[src/rtl/pdm_pkg.sv]
// Shared widths, sample types and arithmetic helpers for the PDM-to-PCM decimator.
package pdm_pkg;

  localparam int unsigned CIC_ORDER = 3;
  localparam int unsigned CIC_W     = 20;
  localparam int unsigned OUT_SHIFT = 4;
  localparam int unsigned PCM_W     = 16;

  typedef logic signed [CIC_W-1:0] cic_t;
  typedef logic signed [PCM_W-1:0] pcm_t;

  // Drop the CIC growth bits that exceed the PCM range, then keep the low PCM_W bits.
  function automatic pcm_t trunc_pcm(input cic_t x);
    cic_t s;
    s = x >>> OUT_SHIFT;
    return pcm_t'(s[PCM_W-1:0]);
  endfunction

  function automatic pcm_t sat_pcm(input cic_t x);
    if (x > cic_t'(32767)) begin
      return 16'sh7fff;
    end
    if (x < cic_t'(-32768)) begin
      return 16'sh8000;
    end
    return pcm_t'(x[PCM_W-1:0]);
  endfunction

endpackage

[src/rtl/cic_comb_stage.sv]
// One CIC comb (differentiator, delay 1) with a registered result and valid flag.
module cic_comb_stage
  import pdm_pkg::*;
(
  input  logic clk,
  input  logic rst_n,
  input  logic in_valid,
  input  cic_t in_data,
  output logic out_valid,
  output cic_t out_data
);

  cic_t prev_q, prev_d;
  cic_t out_q, out_d;
  logic valid_q, valid_d;

  always_comb begin
    prev_d  = prev_q;
    out_d   = out_q;
    valid_d = in_valid;
    if (in_valid) begin
      out_d  = in_data - prev_q;
      prev_d = in_data;
    end
  end

  always_ff @(posedge clk or negedge rst_n) begin
    if (!rst_n) begin
      prev_q  <= '0;
      out_q   <= '0;
      valid_q <= 1'b0;
    end else begin
      prev_q  <= prev_d;
      out_q   <= out_d;
      valid_q <= valid_d;
    end
  end

  assign out_valid = valid_q;
  assign out_data  = out_q;

endmodule

[src/rtl/pdm_decimator.sv]
// PDM microphone front end: mic clock generation, 3rd-order CIC decimation, sample handshake.
// Optional DC-blocking output stage is enabled with `define PDM_DC_BLOCK_EN.
module pdm_decimator
  import pdm_pkg::*;
#(
  parameter int unsigned CLK_DIV_HALF = 16,
  parameter int unsigned DECIM        = 71
) (
  input  logic             clk,
  input  logic             rst_n,
  input  logic             en,
  output logic             mic_clk,
  input  logic             pdm_in,
  output logic [PCM_W-1:0] sample,
  output logic             sample_valid,
  input  logic             sample_ready,
  output logic             overrun
);

  localparam int unsigned DIV_W = (CLK_DIV_HALF > 1) ? $clog2(CLK_DIV_HALF) : 1;
  localparam int unsigned DEC_W = (DECIM > 1) ? $clog2(DECIM) : 1;

  logic [DIV_W-1:0] div_q, div_d;
  logic [DEC_W-1:0] dec_q, dec_d;
  logic             mic_clk_q, mic_clk_d;
  logic [1:0]       sync_q, sync_d;
  cic_t             int1_q, int1_d, int2_q, int2_d, int3_q, int3_d;
  cic_t             comb_in_q, comb_in_d;
  logic             comb_in_vld_q, comb_in_vld_d;
  pcm_t             sample_q, sample_d;
  logic             sample_valid_q, sample_valid_d;
  logic             overrun_q, overrun_d;

  logic div_wrap_c, rise_c, fall_c, latch_c;
  cic_t step_c;
  logic load_c;
  pcm_t new_sample_c;

  // Mic clock divider, bit capture on the rising half, window count on the falling half.
  always_comb begin
    div_wrap_c = (div_q == DIV_W'(CLK_DIV_HALF - 1));
    rise_c     = en && div_wrap_c && !mic_clk_q;
    fall_c     = en && div_wrap_c && mic_clk_q;
    latch_c    = fall_c && (dec_q == DEC_W'(DECIM - 1));
    step_c     = sync_q[1] ? cic_t'(1) : cic_t'(-1);

    div_d         = '0;
    mic_clk_d     = 1'b0;
    dec_d         = '0;
    sync_d        = {sync_q[0], pdm_in};
    int1_d        = int1_q;
    int2_d        = int2_q;
    int3_d        = int3_q;
    comb_in_d     = comb_in_q;
    comb_in_vld_d = latch_c;

    if (en) begin
      div_d     = div_wrap_c ? '0 : div_q + DIV_W'(1);
      mic_clk_d = mic_clk_q ^ div_wrap_c;
      dec_d     = dec_q;
      if (fall_c) begin
        dec_d = latch_c ? '0 : dec_q + DEC_W'(1);
      end
    end
    if (rise_c) begin
      int1_d = int1_q + step_c;
      int2_d = int2_q + int1_d;
      int3_d = int3_q + int2_d;
    end
    if (latch_c) begin
      comb_in_d = int3_q;
    end
  end

  always_ff @(posedge clk or negedge rst_n) begin
    if (!rst_n) begin
      div_q         <= '0;
      dec_q         <= '0;
      mic_clk_q     <= 1'b0;
      sync_q        <= '0;
      int1_q        <= '0;
      int2_q        <= '0;
      int3_q        <= '0;
      comb_in_q     <= '0;
      comb_in_vld_q <= 1'b0;
    end else begin
      div_q         <= div_d;
      dec_q         <= dec_d;
      mic_clk_q     <= mic_clk_d;
      sync_q        <= sync_d;
      int1_q        <= int1_d;
      int2_q        <= int2_d;
      int3_q        <= int3_d;
      comb_in_q     <= comb_in_d;
      comb_in_vld_q <= comb_in_vld_d;
    end
  end

  cic_t comb_data [0:CIC_ORDER];
  logic comb_vld  [0:CIC_ORDER];

  assign comb_data[0] = comb_in_q;
  assign comb_vld[0]  = comb_in_vld_q;

  for (genvar i = 0; i < CIC_ORDER; i++) begin : g_comb
    cic_comb_stage u_stage (
      .clk      (clk),
      .rst_n    (rst_n),
      .in_valid (comb_vld[i]),
      .in_data  (comb_data[i]),
      .out_valid(comb_vld[i+1]),
      .out_data (comb_data[i+1])
    );
  end

`ifdef PDM_DC_BLOCK_EN
  cic_t dc_x_q, dc_x_d, dc_y_q, dc_y_d;
  pcm_t dc_out_q, dc_out_d;
  logic dc_vld_q, dc_vld_d;
  cic_t dc_in_c, dc_acc_c;

  // Leaky differentiator: pole at 1 - 2^-8 removes the CIC's DC gain.
  always_comb begin
    dc_in_c  = cic_t'(trunc_pcm(comb_data[CIC_ORDER]));
    dc_acc_c = dc_in_c - dc_x_q + dc_y_q - (dc_y_q >>> 8);
    dc_x_d   = dc_x_q;
    dc_y_d   = dc_y_q;
    dc_out_d = dc_out_q;
    dc_vld_d = comb_vld[CIC_ORDER];
    if (comb_vld[CIC_ORDER]) begin
      dc_x_d   = dc_in_c;
      dc_y_d   = dc_acc_c;
      dc_out_d = sat_pcm(dc_acc_c);
    end
  end

  always_ff @(posedge clk or negedge rst_n) begin
    if (!rst_n) begin
      dc_x_q   <= '0;
      dc_y_q   <= '0;
      dc_out_q <= '0;
      dc_vld_q <= 1'b0;
    end else begin
      dc_x_q   <= dc_x_d;
      dc_y_q   <= dc_y_d;
      dc_out_q <= dc_out_d;
      dc_vld_q <= dc_vld_d;
    end
  end

  assign load_c       = dc_vld_q;
  assign new_sample_c = dc_out_q;
`else
  assign load_c       = comb_vld[CIC_ORDER];
  assign new_sample_c = trunc_pcm(comb_data[CIC_ORDER]);
`endif

  // Output holding register: a new sample always wins; overwriting unread data flags overrun.
  always_comb begin
    sample_d       = load_c ? new_sample_c : sample_q;
    sample_valid_d = load_c || (sample_valid_q && !sample_ready);
    overrun_d      = load_c && sample_valid_q && !sample_ready;
  end

  always_ff @(posedge clk or negedge rst_n) begin
    if (!rst_n) begin
      sample_q       <= '0;
      sample_valid_q <= 1'b0;
      overrun_q      <= 1'b0;
    end else begin
      sample_q       <= sample_d;
      sample_valid_q <= sample_valid_d;
      overrun_q      <= overrun_d;
    end
  end

  assign mic_clk      = mic_clk_q;
  assign sample       = sample_q;
  assign sample_valid = sample_valid_q;
  assign overrun      = overrun_q;

endmodule

[config.mk]
export PLATFORM = sky130hd
export DESIGN_NAME = pdm_decimator
export DESIGN_NICKNAME = d
export VERILOG_FILES = /design/src/rtl/pdm_pkg.sv /design/src/rtl/cic_comb_stage.sv /design/src/rtl/pdm_decimator.sv
export SDC_FILE = /design/constraint.sdc
export NUM_CORES = 1
export LEC_CHECK = 0
export CAP_MARGIN = 20
export CORE_ASPECT_RATIO = 0.8
export CORE_MARGIN = 2
export CORE_UTILIZATION = 30
export DETAILED_ROUTE_END_ITERATION = 12
export GPL_ROUTABILITY_DRIVEN = 0
export HOLD_SLACK_MARGIN = 0.06
export SLEW_MARGIN = 10
export SYNTH_ARGS = -nofsm -noshare
export SYNTH_HDL_FRONTEND = slang
export SYNTH_SLANG_ARGS = --single-unit
[constraint.sdc]
create_clock -name clk -period 6.6 [get_ports clk]
set_input_delay 1.98 -clock clk [delete_from_list [all_inputs] [get_ports clk]]
set_output_delay 1.98 -clock clk [all_outputs]
set_load 0.03 [all_outputs]
# Yosys cells after proc, flatten, opt, wreduce, memory -nomap -nowiden
# Index checks and enable logic that the tools add are counted.
# word_totals
regBits,236
in_bits,5
output_inout_bits,19
word_cells,50
# op_classes
addsub,8
eq_ne,3
n_mux,7
bitwise,1
n_reduce_logical,10
# op_table
cell,n
20-bit adder,3
20-bit subtractor,3
7-bit 2-to-1 mux,3
20-bit 2-to-1 mux,1
4-bit 2-to-1 mux,2
7-bit by 1-bit adder with 7-bit output (second input constant),1
7-bit equality test (second input constant),1
1-bit logical AND,7
4-bit by 1-bit adder with 4-bit output (second input constant),1
4-bit equality test (second input constant),1
1-bit logical NOT,2
2-bit by 1-bit inequality test with 1-bit output (second input constant),1
1-bit logical OR,1
1-bit 2-to-1 mux,1
1-bit bitwise XOR,1

# Longest topological paths before layout
# Gate-level depths: netlist of the first run.
# depth
word_depth,7
ltp_mapped,27
ltp_nobuf,27

# Cells and area by module
# From an unflattened synthesis of the first run, not the netlist that was laid out.
# unflattened
cells_unflattened,1591
area_unflattened_um2,14601.5
# by_module_without_submodules
module,n_inst,cells_per_inst,area_per_inst_um2,seq_area_each_um2
pdm_decimator,1,752,6879.1,2827.7
cic_comb_stage (g_comb[1].u_stage ...),2,281,2573.7,1026.0
cic_comb_stage (g_comb[0].u_stage),1,277,2575.0,1026.0

# Worst setup path after synthesis of the first run
# Ideal clock, no wire load.
# synth_path
kind,reg-to-reg
from,reg sync_q[1]
to,reg int3_q[19]
setup_ps,79
t_arrival_ps,5479
t_required_ps,6521
slack_ps,1042
stages_incl_launch_ff,27
synth_period_minus_slack_ps,5558
path_cell_list,dfrtp_1 inv_1 ha_1 nor2b_1 o21ai_0 a21boi_0 o21ai_0 nand2_1 a21o_1 a21oi_1 xnor2_1 ha_1 a21o_1 a41oi_1 o21ai_0 xor2_1 ha_1 a2111oi_0 o21ai_0 o21a_1 a41oi_2 a21oi_2 a31o_1 and3_4 or3_1 mux2i_1 xor2_1
# synth_between
elab_chain_cells,4
# synth_lines
element,line,source
"start, declared",pdm_decimator.sv:26,"logic [1:0] sync_q, sync_d;"
"start signal, assigned",pdm_decimator.sv:90,sync_q <= sync_d;
20-bit 2-to-1 mux,pdm_decimator.sv:45,step_c = sync_q[1] ? cic_t'(1) : cic_t'(-1);
20-bit adder,pdm_decimator.sv:66,int1_d = int1_q + step_c;
20-bit adder,pdm_decimator.sv:67,int2_d = int2_q + int1_d;
20-bit adder,pdm_decimator.sv:68,int3_d = int3_q + int2_d;
"end signal, assigned",pdm_decimator.sv:93,int3_q <= int3_d;
"end, declared",pdm_decimator.sv:27,"cic_t int1_q, int1_d, int2_q, int2_d, int3_q, int3_d;"
# Every way passes these cells.
# A chain may end at the register's enable or synchronous reset.

# Worst setup path in the final report of the first run
# Ends and elaborated chain as after synthesis.

==> results of run 1 <==
[layout make-up]
type	instances	area, µm²	area share (%)
multi-input cells	1079	7230	47.6
repair buffers	32	303	1.99
clock inverters	8	72.6	0.478
flip-flops and latches	232	5810	38.2
inverters	99	372	2.45
well taps	603	754	4.97
clock buffers	32	649	4.28
[cell families (layout without fill, tap and decap cells)]
group | count (synthesis) | in the layout | synth area share [%]
DFF | 232 | 232 | 42.8
and+or+nand+nor | 455 | 455 | 14.5
adders and majority gates | 124 | 124 | 11.7
buffers and inverters | 140 | 171 | 3.88
xor gates and xnor gates | 92 | 92 | 5.95
muxes | 70 | 70 | 5.77
AOI/OAI and AO/OA | 338 | 338 | 15.3
[worst paths after layout]
| path | start | to | slack (ns) | cells after the start |
|---|---|---|---|---|
| max in group asynchronous | rst_n | comb_in_vld_q | 3.83 | 2 |
| hold / removal | sync_q[0] | sync_q[1] | 0.39 | 0 |
| setup reg to reg | sync_q[1] | int3_q[19] | 0.74 | 26 |
| min in group asynchronous | rst_n | g_comb[2].u_stage.prev_q[3] | 1.48 | 1 |
| hold reg to reg | sync_q[0] | sync_q[1] | 0.39 | 0 |
| setup / recovery | sync_q[1] | int3_q[19] | 0.74 | 26 |
[placed cells by master (no fill, tap or decap), types with 4 or more instances in the layout]
cell	Yosys	routed
nand2_1	284	284
dfrtp_1	232	230
o21ai_0	132	132
ha_1	119	119
inv_1	99	99
a21oi_1	70	70
xnor2_1	65	65
mux2_2	65	65
nor2_1	57	56
a21o_1	36	36
xor2_1	27	27
nand3_1	25	24
clkbuf_16	0	23
clkdlybuf4s50_1	0	22
nor2b_1	21	21
o21a_1	17	17
nand2b_1	16	16
nor3_1	15	15
a211oi_1	12	12
o211ai_1	10	10
o31ai_1	9	9
a31oi_1	9	9
and3_1	9	9
buf_4	0	9
a21boi_0	7	7
o21bai_1	6	6
and2_1	5	5
mux2i_1	5	5
fa_1	5	5
clkinv_2	0	5
clkbuf_1	37	5
nand4_1	4	4
or4_1	4	4
or3_1	4	4
clkbuf_8	0	4
[state kept, by name (all words and copies together) (netlist names), 7 cells and up]
signal                   count
g_comb.u_stage.prev_q       60
int2_q                      20
comb_in_q                   20
int3_q                      20
int1_q                      20
sample                      16
dec_q                        7
g_comb.u_stage.out_data     56
[layer usage]
| layer | vias to the layer above | routed length, µm | global-route usage (%) |
|---|---|---|---|
| met5 | - | 0 | 0 |
| met3 | 39 | 924 | 2.03 |
| li1 | 5005 | - | - |
| met1 | 4356 | 13200 | 15.3 |
| met2 | 124 | 10200 | 16.5 |
| met4 | 0 | 499 | 2.42 |
[worst register-to-register path, delay by kind of cell, from the launching register on]
family	cells	cell delay, ns
adders and majority gates	3	0.95
DFF	1	0.45
xor gates and xnor gates	3	0.55
and+or+nand+nor	4	0.78
buffers and inverters	1	0.11
AOI/OAI and AO/OA	14	2.82
muxes	1	0.16
[power breakdown]
group | leakage (nW) | internal, W | switching [W]
Clock | 0.361 | 0.000727 | 0.000556
Sequential | 3.22 | 0.00142 | 0.00000230
Combinational | 3.87 | 0.0000383 | 0.0000776
[through the flow]
stage | worst slack [ns] | area (µm²)
after global routing | 0.169 | 15200
final | 0.735 | 15200
after floorplan | 1.04 | 13500
after CTS | 0.747 | 15200
after global placement | 0.866 | 14500
after detailed placement | 0.772 | 14500
==> results.toml, run 1 <==
[status]
status = "completed"

[critical_path]
path_class = "register to register"
startpoint_type = "register"
worstPathRequired_ns = 7.04
end_kind = "register"
critPathMostFrequentCell = "o21ai_0"
critPathTopFamily = "compound AO/OA/AOI/OAI gates"
slowest_delay_ns = 0.45
cp.arrival_ns = 6.31
slowest_stage = "dfrtp_1"
cp_max_fo = 5
critPathBufInv = 1

[synth]
synth.distinct_cells = 60
synthTopCellsByCount = "nand2_1 (284), dfrtp_1 (232), o21ai_0 (132), ha_1 (119), inv_1 (99)"
yosysSeqAreaShare_pct = 42.8
syn_area_um2 = 13500
synth.area.top_cells = "dfrtp_1 (43%), ha_1 (11%), nand2_1 (7.9%), mux2_2 (5.4%), o21ai_0 (4.9%)"
synth_ff_type = "dfrtp_1"
synth_edf_count = 0
synth.avg_cell_area_um2 = 9.34
synth_fp_nets = 1580
yosys_warnings = 0
syn_inst = 1451
synth_top_cell_by_area = "dfrtp_1"
netlist.area_leader.share_pct = 42.8
yosysMostFrequentCell = "nand2_1"
ys_ff_latch = 232
async_flop_share_pct = 100

[clock_tree]
h-tree-depth = 1
cts_tree = "done"
cts_buffers = 23
clockBufferDepth = 3
cts_hold_buf = 0
postCtsSetupRepairBufs = 0
clock-root-buffer = "clkbuf_16"
clk_pin_slew_ns = 0.06
clock_sinks = 232
cts_resized = 0
clkLatencyLatePin_ns = 0.53

[timing]
fin_crit_ns = 5.86
fmax_ghz = 0.171
final_hold_viol_count = 0
worst_hold_slack_ns = 0.389
worst_slew_pin_slew_ns = 0.865
final-setup-viol-count = 0
slew_headroom_pct = 42.3
finalSetupTns_ns = 0
finalMaxSlewViolations = 0
rsz0062_at_grt = "no"
fin_crit_sh_pct = 88.9
finClkSkew_ns = 0.00891

[place]
dpl.hpwl_um = 17300
dp_cells = 2045
numPortBuffers = 23

[grt]
grt_pass1_wl_um = 43800
track_usage_pct = 10.7
antenna_found_initial = 0
grt_overflow = 0
grt_pass1_vias = 9333
grt_max_degree = 107

[routing]
first_pass_iters = 5
wire_per_inst_um = 11.9
vias_per_cell = 4.57
first_iter_violations = 547
via_count = 9524
ant_nets = 0
routed_wl_um = 24800
drc = 0

[pwr]
peakVddDrop_mv = 0.158
leakagePower_nw = 7.45
total_power_w = 0.00282
powerDensity_nw_per_um2 = 186

[floorplan]
start_util_pct = 30.5
coreArea_um2 = 44500
fp.dieH_um = 194
row_count = 69
die_w_um = 242
dieArea_um2 = 46900
io_pins = 24

[final_layout]
drive_gt1_share_pct = 8.57
nFillCells = 4497
antenna_cells = 0
fin_nets = 1596
area_growth_pct = 12.1
stdcell_count = 2085
utilization_pct = 34.2

[job]
maxCapViolCount = 0

[hold_path]
min_path_type = "register to register"
Power figures use the tool's default switching activity.
==> inputs of run 2 (changes only) <==
--- a/config.mk
+++ b/config.mk
@@ -5,13 +5,12 @@
 export SDC_FILE = /design/constraint.sdc
 export NUM_CORES = 1
 export LEC_CHECK = 0
-export CAP_MARGIN = 20
 export CORE_ASPECT_RATIO = 0.8
 export CORE_MARGIN = 2
 export CORE_UTILIZATION = 30
 export DETAILED_ROUTE_END_ITERATION = 12
 export GPL_ROUTABILITY_DRIVEN = 0
-export HOLD_SLACK_MARGIN = 0.06
+export HOLD_SLACK_MARGIN = 0.15
 export SLEW_MARGIN = 10
 export SYNTH_ARGS = -nofsm -noshare
 export SYNTH_HDL_FRONTEND = slang
==> results of run 2 <==
No change in the layout: final DEF, timing and power equal those of run 1.
==> inputs of run 3 (changes only) <==
--- a/config.mk
+++ b/config.mk
@@ -8,9 +8,11 @@
 export CORE_ASPECT_RATIO = 0.8
 export CORE_MARGIN = 2
 export CORE_UTILIZATION = 30
+export CTS_BUF_LIST = sky130_fd_sc_hd__clkbuf_2
 export DETAILED_ROUTE_END_ITERATION = 12
 export GPL_ROUTABILITY_DRIVEN = 0
 export HOLD_SLACK_MARGIN = 0.15
+export MAX_ROUTING_LAYER = met4
 export SLEW_MARGIN = 10
 export SYNTH_ARGS = -nofsm -noshare
 export SYNTH_HDL_FRONTEND = slang
==> constraint.sdc (replaced) <==
create_clock -name clk -period 6.6 [get_ports clk]
set_input_delay 1.98 -clock clk [delete_from_list [all_inputs] [get_ports clk]]
set_output_delay 1.98 -clock clk [all_outputs]
set_load 0.02 [all_outputs]
==> results.toml, run 3 (synthesis gave the netlist of run 1 again) <==
[pwr]
leakagePower_nw = 7.47
total_power_w = 0.00247
peakVddDrop_mv = 0.0848
powerDensity_nw_per_um2 = 165

[status]
status = "completed"

[clock_tree]
cts_tree = "done"
h-tree-depth = 2
clock-root-buffer = "clkbuf_2"
clockBufferDepth = 3
clkLatencyLatePin_ns = 0.91
cts_resized = 0
clock_sinks = 232
postCtsSetupRepairBufs = 0
cts_hold_buf = 0
clk_pin_slew_ns = 0.12
cts_buffers = 55

[timing]
fin_crit_sh_pct = 88.6
finalSetupTns_ns = 0
final_hold_viol_count = 0
worst_slew_pin_slew_ns = 0.851
rsz0062_at_grt = "no"
final-setup-viol-count = 0
finalMaxSlewViolations = 0
fmax_ghz = 0.171
finClkSkew_ns = 0.0431
fin_crit_ns = 5.85
slew_headroom_pct = 43.3
worst_hold_slack_ns = 0.402

[hold_path]
min_path_type = "register to register"
hp-start = "sync_q[0]"
holdPathStages = 0
whs_endpoint = "sync_q[1]"

[floorplan]
coreArea_um2 = 44500
dieArea_um2 = 46900
start_util_pct = 30.5
row_count = 69
io_pins = 24
die_w_um = 242
fp.dieH_um = 194

[final_layout]
finish.instance_area_um2 = 14900
fin_nets = 1628
utilization_pct = 33.6
final_common_cell = "nand2_1"
area_growth_pct = 10.3
nFillCells = 4574
top_register = "g_comb.u_stage.prev_q"
largest_reg_flops = 60
layout_common_cells = "nand2_1 (284), dfrtp_1 (230), o21ai_0 (132), ha_1 (119), inv_1 (99)"
drive_gt1_share_pct = 11.5

[critical_path]
worstRegToRegCells = 26
path_class = "register to register"
cp.arrival_ns = 6.68
worstPathRequired_ns = 7.44
regToRegSetupSlack_ns = 0.75
r2r_end = "int3_q[19]"
startpoint_type = "register"
end_kind = "register"
reg2reg_from = "sync_q[1]"
cp_max_fo = 5

[routing]
drc = 0
vias_per_cell = 4.54
wire_per_inst_um = 11.8
first_pass_iters = 5
first_iter_violations = 512
ant_nets = 0
via_count = 9750
routed_wl_um = 25400

[grt]
grt_overflow = 0
antenna_found_initial = 1
grt_max_degree = 107
grt_pass1_vias = 9631
grt_pass1_wl_um = 44500
track_usage_pct = 11.3

[place]
numPortBuffers = 23
dpl.hpwl_um = 17300
placedInstanceArea_um2 = 14500

[job]
maxCapViolCount = 0
## run 3: changes by cell type in the layout (fill, tap and decap cells not counted)
cell       previous run  this run
clkbuf_2              0        78
clkbuf_16            23         0
clkinv_1              0        15
clkbuf_1              5         0
clkbuf_8              4         0
inv_2                 0         3
inv_6                 2         0
bufinv_16             1         0
diode_2               0         1
## run 3: worst max-delay path, stage by stage (launching register included)
cell and delay, ns:
dfrtp_1 0.46, inv_1 0.11, ha_1 0.35, nor2b_1 0.14, o21ai_0 0.20, a21boi_0 0.16, o21ai_0 0.24, nand2_1 0.12
a21o_1 0.19, a21oi_1 0.16, xnor2_1 0.18, ha_1 0.34, a21o_1 0.18, a41oi_1 0.24, o21ai_0 0.24, xor2_1 0.22
ha_1 0.26, a2111oi_0 0.32, o21ai_0 0.16, o21a_1 0.14, a41oi_2 0.22, a21oi_2 0.11, a31o_1 0.25, and3_4 0.18
or3_1 0.33, mux2i_1 0.16, xor2_1 0.16
## run 3: final cells by class
type | count | area [µm²] | area share, %
Sequential cell | 232 | 5810 | 38.9
Inverter | 99 | 372 | 2.49
Multi-Input combinational cell | 1079 | 7230 | 48.3
Antenna cell | 1 | 2.50 | 0.0167
Tap cell | 603 | 754 | 5.05
Timing Repair Buffer | 32 | 303 | 2.03
Clock buffer | 78 | 390 | 2.61
Clock inverter | 23 | 92.6 | 0.619
## run 3: where the power goes
part           switching [W]  internal, W  total [W]
logic              0.0000776    0.0000383   0.000116
clock network       0.000603     0.000323   0.000927
registers         0.00000225      0.00142    0.00143
## run 3: worst max-delay path by stage
stage / from / endpoint / slack, ns / cells past startpoint
final: sync_q[1] / int3_q[19] / 0.75 / 26
after global routing: sync_q[1] / int3_q[19] / 0.20 / 26
after CTS: sync_q[1] / int3_q[19] / 0.77 / 26
after detailed placement: sync_q[1] / int3_q[19] / 0.77 / 26
after global placement: sync_q[1] / int3_q[19] / 0.87 / 26
after floorplan: sync_q[1] / int3_q[19] / 1.04 / 26
## run 3: routing by layer
metal,GRT usage (%),up-vias,wire [µm]
li1,-,5114,-
met1,15.3,4410,13300
met2,16.5,173,10300
met3,2.52,53,1230
met4,3.84,0,590
met5,-,-,0
## run 3: per-stage QoR
| step | cells | worst slack, ns |
|---|---|---|
| global placement | 2045 | 0.866 |
| detailed placement | 2045 | 0.772 |
| CTS | 2146 | 0.772 |
| finish | 2147 | 0.753 |
| floorplan | 1451 | 1.04 |
| global route | 2147 | 0.200 |
